`src/rtl/aes_sched_pkg.sv`:
```
// Shared types and constants for the AES job scheduler.
// Optional watchdog in the top is enabled with AES_JOB_SCHED_TIMEOUT_EN.
package aes_sched_pkg;

   localparam int AES_BLK_W = 128;

   typedef enum logic [1:0] {
      IDLE,
      ISSUE,
      WAIT,
      RESP
   } sched_state_t;

endpackage

```
`src/rtl/aes_rr_arbiter.sv`:
```
// Combinational round-robin arbiter: first requester at or above ptr, wrapping.
// Produces a one-hot grant plus its index; the pointer register lives in the parent.
module aes_rr_arbiter #(
   parameter int NUM_REQ = 4,
   parameter int ID_W    = $clog2(NUM_REQ)
) (
   input  logic [NUM_REQ-1:0] req,
   input  logic [ID_W-1:0]    ptr,
   output logic [NUM_REQ-1:0] grant,
   output logic [ID_W-1:0]    grant_idx,
   output logic               grant_valid
);

   logic [2*NUM_REQ-1:0] req_dbl;
   logic [2*NUM_REQ-1:0] req_shift;
   logic [NUM_REQ-1:0]   req_rot;
   logic [ID_W-1:0]      off;
   logic [ID_W:0]        idx_sum;

   // Rotating the doubled vector puts requester ptr at bit 0 of req_rot.
   assign req_dbl   = {req, req};
   assign req_shift = req_dbl >> ptr;
   assign req_rot   = req_shift[NUM_REQ-1:0];

   always_comb begin
      off         = '0;
      grant_valid = 1'b0;
      for (int j = NUM_REQ - 1; j >= 0; j--) begin
         if (req_rot[j]) begin
            off         = ID_W'(j);
            grant_valid = 1'b1;
         end
      end
   end

   always_comb begin
      idx_sum = {1'b0, ptr} + {1'b0, off};
      if (idx_sum >= (ID_W+1)'(NUM_REQ)) begin
         idx_sum = idx_sum - (ID_W+1)'(NUM_REQ);
      end
   end

   assign grant_idx = idx_sum[ID_W-1:0];

   for (genvar gi = 0; gi < NUM_REQ; gi++) begin : g_onehot
      assign grant[gi] = grant_valid && (grant_idx == ID_W'(gi));
   end

endmodule

```
`src/rtl/aes_job_scheduler.sv`:
```
// Shares one AES core among NUM_REQ requesters: round-robin accept, start, wait, respond.
// Define AES_JOB_SCHED_TIMEOUT_EN to add a START-to-DONE watchdog that reports via RSP_ERR.
module aes_job_scheduler
   import aes_sched_pkg::*;
#(
   parameter int NUM_REQ        = 4,
   parameter int ID_W           = $clog2(NUM_REQ),
   parameter int TIMEOUT_CYCLES = 32
) (
   input  logic                         CLK,
   input  logic                         nRST,
   input  logic [NUM_REQ-1:0]           REQ_VALID,
   output logic [NUM_REQ-1:0]           REQ_READY,
   input  logic [NUM_REQ-1:0]           REQ_ENCDEC,
   input  logic [AES_BLK_W*NUM_REQ-1:0] REQ_KEY,
   input  logic [AES_BLK_W*NUM_REQ-1:0] REQ_TEXT,
   output logic                         RSP_VALID,
   input  logic                         RSP_READY,
   output logic [ID_W-1:0]              RSP_ID,
   output logic [AES_BLK_W-1:0]         RSP_TEXT,
   output logic                         RSP_ERR,
   output logic                         AES_START,
   output logic                         AES_ENCDEC,
   output logic [AES_BLK_W-1:0]         AES_KEY,
   output logic [AES_BLK_W-1:0]         AES_TEXTIN,
   input  logic                         AES_DONE,
   input  logic [AES_BLK_W-1:0]         AES_TEXTOUT,
   output logic                         BUSY
);

   sched_state_t         state_reg, state_next;
   logic [ID_W-1:0]      ptr_reg, ptr_next;
   logic [ID_W-1:0]      id_reg;
   logic                 encdec_reg;
   logic [AES_BLK_W-1:0] key_reg, text_reg, rsp_text_reg;
   logic [NUM_REQ-1:0]   grant;
   logic [ID_W-1:0]      grant_idx;
   logic                 grant_valid;
   logic                 accept, capture, timeout;

   aes_rr_arbiter #(
      .NUM_REQ (NUM_REQ),
      .ID_W    (ID_W)
   ) u_arb (
      .req         (REQ_VALID),
      .ptr         (ptr_reg),
      .grant       (grant),
      .grant_idx   (grant_idx),
      .grant_valid (grant_valid)
   );

`ifdef AES_JOB_SCHED_TIMEOUT_EN
   localparam int CNT_W = $clog2(TIMEOUT_CYCLES + 1);
   logic [CNT_W-1:0] cnt_reg;
   logic             rsp_err_reg;
   logic             timeout_hit;

   assign timeout_hit = (cnt_reg == CNT_W'(TIMEOUT_CYCLES - 1));
`endif

   always_comb begin
      state_next = state_reg;
      accept     = 1'b0;
      capture    = 1'b0;
      timeout    = 1'b0;
      case (state_reg)
         IDLE: begin
            if (grant_valid) begin
               accept     = 1'b1;
               state_next = ISSUE;
            end
         end
         ISSUE: state_next = WAIT;
         WAIT: begin
            if (AES_DONE) begin
               capture    = 1'b1;
               state_next = RESP;
            end
`ifdef AES_JOB_SCHED_TIMEOUT_EN
            else if (timeout_hit) begin
               timeout    = 1'b1;
               state_next = RESP;
            end
`endif
         end
         RESP: begin
            if (RSP_READY) state_next = IDLE;
         end
         default: state_next = IDLE;
      endcase
   end

   assign ptr_next = (grant_idx == ID_W'(NUM_REQ - 1)) ? '0 : grant_idx + ID_W'(1);

   always_ff @(posedge CLK or negedge nRST) begin
      if (!nRST) begin
         state_reg    <= IDLE;
         ptr_reg      <= '0;
         id_reg       <= '0;
         encdec_reg   <= 1'b0;
         key_reg      <= '0;
         text_reg     <= '0;
         rsp_text_reg <= '0;
`ifdef AES_JOB_SCHED_TIMEOUT_EN
         cnt_reg      <= '0;
         rsp_err_reg  <= 1'b0;
`endif
      end else begin
         state_reg <= state_next;
         if (accept) begin
            ptr_reg    <= ptr_next;
            id_reg     <= grant_idx;
            encdec_reg <= REQ_ENCDEC[grant_idx];
            key_reg    <= REQ_KEY[grant_idx*AES_BLK_W +: AES_BLK_W];
            text_reg   <= REQ_TEXT[grant_idx*AES_BLK_W +: AES_BLK_W];
         end
         if (capture) rsp_text_reg <= AES_TEXTOUT;
`ifdef AES_JOB_SCHED_TIMEOUT_EN
         if (state_reg == ISSUE)     cnt_reg <= '0;
         else if (state_reg == WAIT) cnt_reg <= cnt_reg + CNT_W'(1);
         if (capture) rsp_err_reg <= 1'b0;
         if (timeout) begin
            rsp_err_reg  <= 1'b1;
            rsp_text_reg <= '0;
         end
`endif
      end
   end

   // Gating with nRST keeps REQ_READY low while reset is held, even though IDLE is combinational.
   assign REQ_READY  = (state_reg == IDLE && nRST) ? grant : '0;
   assign AES_START  = (state_reg == ISSUE);
   assign RSP_VALID  = (state_reg == RESP);
   assign BUSY       = (state_reg != IDLE);
   assign RSP_ID     = id_reg;
   assign RSP_TEXT   = rsp_text_reg;
   assign AES_ENCDEC = encdec_reg;
   assign AES_KEY    = key_reg;
   assign AES_TEXTIN = text_reg;

`ifdef AES_JOB_SCHED_TIMEOUT_EN
   assign RSP_ERR = rsp_err_reg;
`else
   // Evaluates to 0 for any legal limit; the limit only matters with the watchdog.
   assign RSP_ERR = (TIMEOUT_CYCLES < 0);
`endif

endmodule

```
`config.mk`:
```
export PLATFORM = sky130hd
export DESIGN_NAME = aes_job_scheduler
export DESIGN_NICKNAME = d
export VERILOG_FILES = /design/src/rtl/aes_sched_pkg.sv /design/src/rtl/aes_rr_arbiter.sv /design/src/rtl/aes_job_scheduler.sv
export SDC_FILE = /design/constraint.sdc
export NUM_CORES = 1
export LEC_CHECK = 0
export ABC_AREA = 0
export CAP_MARGIN = 25
export CORE_AREA = 2 2 612 614
export CTS_CLUSTER_SIZE = 12
export DETAILED_ROUTE_END_ITERATION = 6
export DIE_AREA = 0 0 614 616
export MAX_ROUTING_LAYER = met4
export SLEW_MARGIN = 20
export SYNTH_ARGS = -nofsm -noshare
export SYNTH_HDL_FRONTEND = slang
export SYNTH_SLANG_ARGS = --single-unit
```
`constraint.sdc`:
```
create_clock -name CLK -period 4.2 [get_ports CLK]
set_input_delay 0.63 -clock CLK [delete_from_list [all_inputs] [get_ports CLK]]
set_output_delay 0.63 -clock CLK [all_outputs]
set_load 0.005 [all_outputs]
```
==> results of run 1 <==
metrics by stage:
step                hold WS, ns  power [mW]
finish                   0.3769       42.59
global route             0.3381       45.13
CTS                      0.3107       43.41
detailed placement       0.4646       37.53
global placement         0.4606       37.28
floorplan                0.3344       18.24
how the worst min path moves through the flow:
stage	slack, ns	startpoint	endpoint	cells after the start
after floorplan	0.33	nRST	AES_ENCDEC	0
after global placement	0.46	AES_KEY[37]	AES_KEY[37]	2
after detailed placement	0.46	AES_KEY[101]	AES_KEY[101]	2
after CTS	0.31	nRST	AES_KEY[61]	2
after global routing	0.34	nRST	RSP_TEXT[64]	2
final	0.38	nRST	RSP_TEXT[66]	2
layer usage:
metal  track usage  vias to the layer above  routed length (um)
met1        0.1649                    14610              108700
met4       0.04182                        0                7735
met2        0.2656                     2026              149400
met3       0.06607                      507               33580
met5             -                        -                   0
li1              -                    12820                   -
cell type report:
class / instances / area (um2) / area share
Timing Repair Buffer: 1854 / 18500 / 0.3729
Inverter: 7 / 26.28 / 0.0005296
Antenna cell: 142 / 355.3 / 0.007162
Clock inverter: 35 / 366.6 / 0.007389
Sequential cell: 391 / 9786 / 0.1972
Tap cell: 4972 / 6221 / 0.1254
Multi-Input combinational cell: 1733 / 12670 / 0.2553
Clock buffer: 77 / 1688 / 0.03402
report_power, final:
part | leakage [nW] | internal [mW] | switching, mW
Combinational | 11.6 | 12.2 | 17.9
Clock | 0.989 | 3.10 | 2.44
Sequential | 4.75 | 5.75 | 1.19
cells in the mapped netlist (3+ instances only):
library cell	number
a221oi_1	257
mux2_2	129
nor2b_1	516
nand2_1	268
o31ai_1	258
a21oi_1	5
a2111oi_0	257
buf_2	83
o21ai_0	3
clkbuf_1	198
nand2b_1	5
buf_4	22
ha_1	7
inv_1	6
dfrtp_1	391
nor3_1	4
nor2_1	5
cell families after synthesis:
group / Yosys count / synth area share
AO/OA/AOI/OAI: 787 / 0.2770
flip-flops: 391 / 0.4140
XOR/XNOR: 2 / 0.0007413
adder cells (fa/ha/maj): 7 / 0.003706
AND/OR/NAND/NOR: 806 / 0.1853
multiplexers: 130 / 0.06189
buffers and inverters: 310 / 0.05712
other: 1 / 0.0001587
worst max-delay path: stages:
cell	delay (ns)
clkdlybuf4s50_1	0.59
nand2b_1	0.11
a21oi_1	0.16
nor2_1	0.07
a21oi_2	0.14
a21oi_2	0.11
ha_4	0.21
xnor2_4	0.17
nor4_4	0.05
buf_4	0.18
nor2_4	0.10
buf_8	0.15
inv_2	0.06
buf_4	0.14
nor3b_2	0.19
buf_4	0.15
buf_12	0.09
what timing repair did:
action / in CTS / in global routing
gates cloned: 0 / 0
setup endpoints to repair: 4 / 4
buffers inserted: 0 / 1
hold buffers: 1 / 0
pin swaps: 1 / 1
gates resized for setup: 13 / 2
endpoints found under the hold margin: 10 / 0
==> impl_metrics.yaml, run 1 <==
power:
  ir_worst_vdd_mv: 0.5020
  p_leak_nw: 17.30
  power.density_mw_per_mm2: 858.3
synth:
  synth.area.top_cells: "dfrtp_1, nor2b_1, a2111oi_0"
  ys_warn_count: 0
  synth_top_cell_area_share: 0.4140
  synth_cell_type_count: 37
  syn_area_per_cell_um2: 9.710
  synth-seq-cells: 391
  synth_area_mm2: 0.02363
  syn-instance-count: 2434
  synthFlopType: "dfrtp_1"
  synth_async_sr_flop_share: 1.000
  yosysSeqAreaShare: 0.4140
  yosysTopAreaCell: "dfrtp_1"
  syn_nets: 3605
  synth-edff-count: 0
clocking:
  cts_tree: "done"
  root_buffer: "clkbuf_16"
  clk_path_buf_depth: 3
  cts_max_level: 2
  clkSlewWorstSetupHoldPaths_ns: 0.06
  clkSinkCount: 391
  clock_latency_ns: 0.75
  cts_buffers: 60
placed_design:
  place_congestion: 0.9878
  portBuffers: 1557
  dp_cells: 8955
  hpwl_um: 262800
  dpl_cell_area_mm2: 0.04712
  pre_cts_ws_ns: -0.6539
timing:
  finalClockSkew_ns: 0.04277
  period_share: 0.9410
  setup_slack_ns: 0.2480
  hold_viol_final: 0
  relSlewSlack: 0.2907
  worstMarginPinSlew_ns: 1.037
  slew_violations: 0
  max_freq_mhz: 253.0
  rsz0062_at_grt: "false"
  fin_tns_setup_ns: 0
  setup_viol: 0
  period_minus_slack_ns: 3.952
layout:
  drive_gt1_frac: 0.1372
  fin_area_mm2: 0.04961
  final_nets: 5218
  final_cell_mix: "clkdlybuf4s50_1, nor2b_1, dfrtp_1, nand2_1, o31ai_1"
  n_fill_cell: 42340
  fin_util: 0.1336
  syn2layout_area_growth_pct: 109.9
  final_common_cell: "clkdlybuf4s50_1"
  instances_no_fill: 9211
routing:
  drt_pass1_iterations: 6
  via_count: 29960
  wl_per_cell_um: 32.51
  via_per_inst: 3.253
  wirelength_um: 299400
  remaining_drc_errors: 0
  drtIter0Drc: 2849
  antenna_left: 0
global_routing:
  grt_pass1_vias: 28820
  grt_usage: 0.1562
  grt.overflow.total: 0
  antenna_found_initial: 333
  grt_max_degree: 126
  grt_pass1_wl_um: 362300
floorplanning:
  die-width_um: 614
  ios: 1559
  core_mm2: 0.3714
  die_area_mm2: 0.3782
  die_height_um: 616
  start_util: 0.06364
  rows: 224
run:
  maxCapViolCount: 0
hold_path:
  hold_path_class: "in -> async"
setup_path:
  r2r_cells: 13
  crit_start: "REQ_VALID[1]"
  path_class: "in -> out"
  cp-end-kind: "output port"
  crit_end: "REQ_READY[1]"
  critPathLaunchType: "input port"
  critPathArrivalTime_ns: 3.32
  r2r-start: "ptr_reg[1]"
  timing.rr.end: "AES_TEXTIN[23]"
  cp_max_fo: 4
  cp.required_ns: 3.57
  reg2reg_slack_ns: 0.49
outcome:
  status: "finished, final reports clean"
Power figures use the tool's default switching activity.
==> inputs of run 2 (changes only) <==
--- a/config.mk
+++ b/config.mk
@@ -6,12 +6,10 @@
 export NUM_CORES = 1
 export LEC_CHECK = 0
 export ABC_AREA = 0
-export CAP_MARGIN = 25
 export CORE_AREA = 2 2 612 614
 export CTS_CLUSTER_SIZE = 12
 export DETAILED_ROUTE_END_ITERATION = 6
 export DIE_AREA = 0 0 614 616
-export MAX_ROUTING_LAYER = met4
 export SLEW_MARGIN = 20
 export SYNTH_ARGS = -nofsm -noshare
 export SYNTH_HDL_FRONTEND = slang
==> run 2 against run 1 <==
Net effect:
- final cell count decreased by 0.61%
- critical path depth unchanged
- clock power increased by 3%
- clock skew increased by 0.027 ns
- non-clock buffer count increased by 2
- register-to-register slack got worse by 0.15 ns
- routed wire length decreased by 0.43%
- largest power group unchanged
==> impl_metrics.yaml, run 2 (synthesis gave the netlist of run 1 again) <==
setup_path:
  critPathArrivalTime_ns: 3.33
  cp-end-kind: "output port"
  crit_family: "buffers and inverters"
  cp.required_ns: 3.57
  cp_max_fo: 3
  r2r-start: "ptr_reg[1]"
  r2r_cells: 14
  timing.rr.end: "AES_TEXTIN[22]"
  crit_start: "ptr_reg[1]"
  worst-path-buf-inv: 7
  reg2reg_slack_ns: 0.34
  critPathMostFrequentCell: "buf_4"
  cp.depth: 17
  crit_path_top_delay_cell: "dfrtp_1"
  path_class: "reg -> out"
  cpPeakStageDelay_ns: 0.39
  critPathLaunchType: "register"
  crit_chain: "nand2b_1 -> a21oi_2 -> nor2_1 -> a21oi_2 -> a21oi_2 -> ha_4 -> xnor2_1 -> buf_4 -> nor4_4 -> buf_4 -> nor2_2 -> buf_6 -> inv_2 -> buf_4 -> nor3b_2 -> buf_4 -> buf_12"
floorplanning:
  rows: 224
  core_mm2: 0.3714
  ios: 1559
  die_area_mm2: 0.3782
  die_height_um: 616
  die-width_um: 614
  start_util: 0.06364
global_routing:
  grt_max_degree: 110
  grt.overflow.total: 0
  grt_pass1_wl_um: 360200
  grt_pass1_vias: 28310
  antenna_found_initial: 347
  grt_usage: 0.1513
layout:
  final_common_cell: "clkdlybuf4s50_1"
  final_cell_mix: "clkdlybuf4s50_1, nor2b_1, dfrtp_1, nand2_1, o31ai_1"
  drive_gt1_frac: 0.1362
  syn2layout_area_growth_pct: 108.8
  instances_no_fill: 9155
  final_nets: 5220
clocking:
  cts_buffers: 60
  clkSlewWorstSetupHoldPaths_ns: 0.06
  clk_path_buf_depth: 3
  root_buffer: "clkbuf_16"
  clkSinkCount: 391
  clock_latency_ns: 0.77
  cts_tree: "done"
  cts_max_level: 2
power:
  ir_worst_vdd_mv: 0.5094
  p_leak_nw: 17.29
  power.density_mw_per_mm2: 859.8
  power_mw: 42.43
placed_design:
  hpwl_um: 261900
  portBuffers: 1557
  dp_cells: 8957
  place_congestion: 0.9823
timing:
  max_freq_mhz: 252.6
  period_minus_slack_ns: 3.959
  setup_viol: 0
  period_share: 0.9426
  finalClockSkew_ns: 0.06991
  worstMarginPinSlew_ns: 1.301
  rsz0062_at_grt: "false"
  relSlewSlack: 0.1100
  slew_violations: 0
  hold_viol_final: 0
routing:
  via_count: 29970
  remaining_drc_errors: 0
  wl_per_cell_um: 32.57
  antenna_left: 0
  drtIter0Drc: 2830
  drt_pass1_iterations: 6
  wirelength_um: 298200
  via_per_inst: 3.273
run:
  maxCapViolCount: 0
hold_path:
  hold_path_class: "in -> async"
outcome:
  status: "finished, final reports clean"
==> run 2: changes by cell type in the layout (fill, tap and decap cells not counted), moves of 2 or more <==
| cell | previous run | this run |
|---|---|---|
| a2111oi_0 | 242 | 245 |
| a2111oi_2 | 7 | 5 |
| buf_12 | 55 | 45 |
| buf_4 | 239 | 255 |
| bufinv_16 | 4 | 8 |
| clkbuf_16 | 62 | 60 |
| clkbuf_8 | 8 | 6 |
| clkdlybuf4s18_2 | 2 | 0 |
| clkinv_2 | 10 | 12 |
| clkinv_4 | 3 | 0 |
| clkinvlp_4 | 9 | 5 |
| diode_2 | 142 | 87 |
| inv_8 | 1 | 3 |
| nor2_2 | 0 | 2 |
==> run 2: layer usage <==
layer | vias to the layer above | GRT usage | wire (um)
met2 | 2056 | 0.2637 | 145900
met4 | 174 | 0.04467 | 11330
met5 | - | 0 | 1221
met3 | 723 | 0.08061 | 36890
li1 | 12710 | - | -
met1 | 14300 | 0.1552 | 102900
==> run 2: layout make-up <==
class	instances	area [um2]
Fill cell	42380	322000
Timing Repair Buffer	1856	18390
Multi-Input combinational cell	1733	12630
Sequential cell	391	9784
Tap cell	4972	6221
Clock buffer	73	1610
Clock inverter	36	462.9
Antenna cell	87	217.7
Inverter	7	26.28
==> run 2: power breakdown <==
group / switching (mW) / internal [mW]
Sequential: 1.22 / 5.75
Combinational: 17.8 / 12.0
Clock: 2.46 / 3.23
==> run 2: timing repair <==
| action | CTS | global route |
|---|---|---|
| setup endpoints to repair | 3 | 3 |
| buffers inserted | 0 | 1 |
| cloned | 0 | 0 |
| hold buffers | 1 | 0 |
| endpoints found under the hold margin | 24 | 0 |
| gates resized for setup | 3 | 9 |
==> run 2: how the worst max path moves through the flow <==
stage / endpoint / slack [ns]
after floorplan: REQ_READY[1] / 0.77
after global routing: REQ_READY[1] / 0.002
after global placement: AES_KEY[114] / -0.92
after detailed placement: AES_TEXTIN[10] / -0.42
final: REQ_READY[1] / 0.24
after CTS: REQ_READY[1] / 0.02
==> run 2: worst reg2reg max path: stages (launching register included) <==
cell,delay [ns]
dfrtp_1,0.39
nand2b_1,0.18
a21oi_2,0.15
nor2_1,0.06
a21oi_2,0.12
a21oi_2,0.09
ha_4,0.20
xnor2_1,0.13
buf_4,0.14
nor4_4,0.03
buf_4,0.17
buf_4,0.14
buf_12,0.17
a2111oi_0,1.67
o31ai_1,0.12
==> run 2: per-stage QoR <==
step / hold slack (ns) / utilization / TNS (ns) / setup WS (ns) / cell area [um2]
after global routing: 0.3789 / 0.1326 / 0 / 0.002002 / 49230
after floorplan: 0.3344 / - / 0 / 0.7717 / 23630
after CTS: 0.3283 / 0.1322 / 0 / 0.01798 / 49090
after global placement: 0.4586 / 0.1265 / -13.30 / -0.9241 / 46970
final: 0.3971 / 0.1329 / 0 / 0.2410 / 49340
after detailed placement: 0.4647 / 0.1266 / -5.459 / -0.4172 / 47000
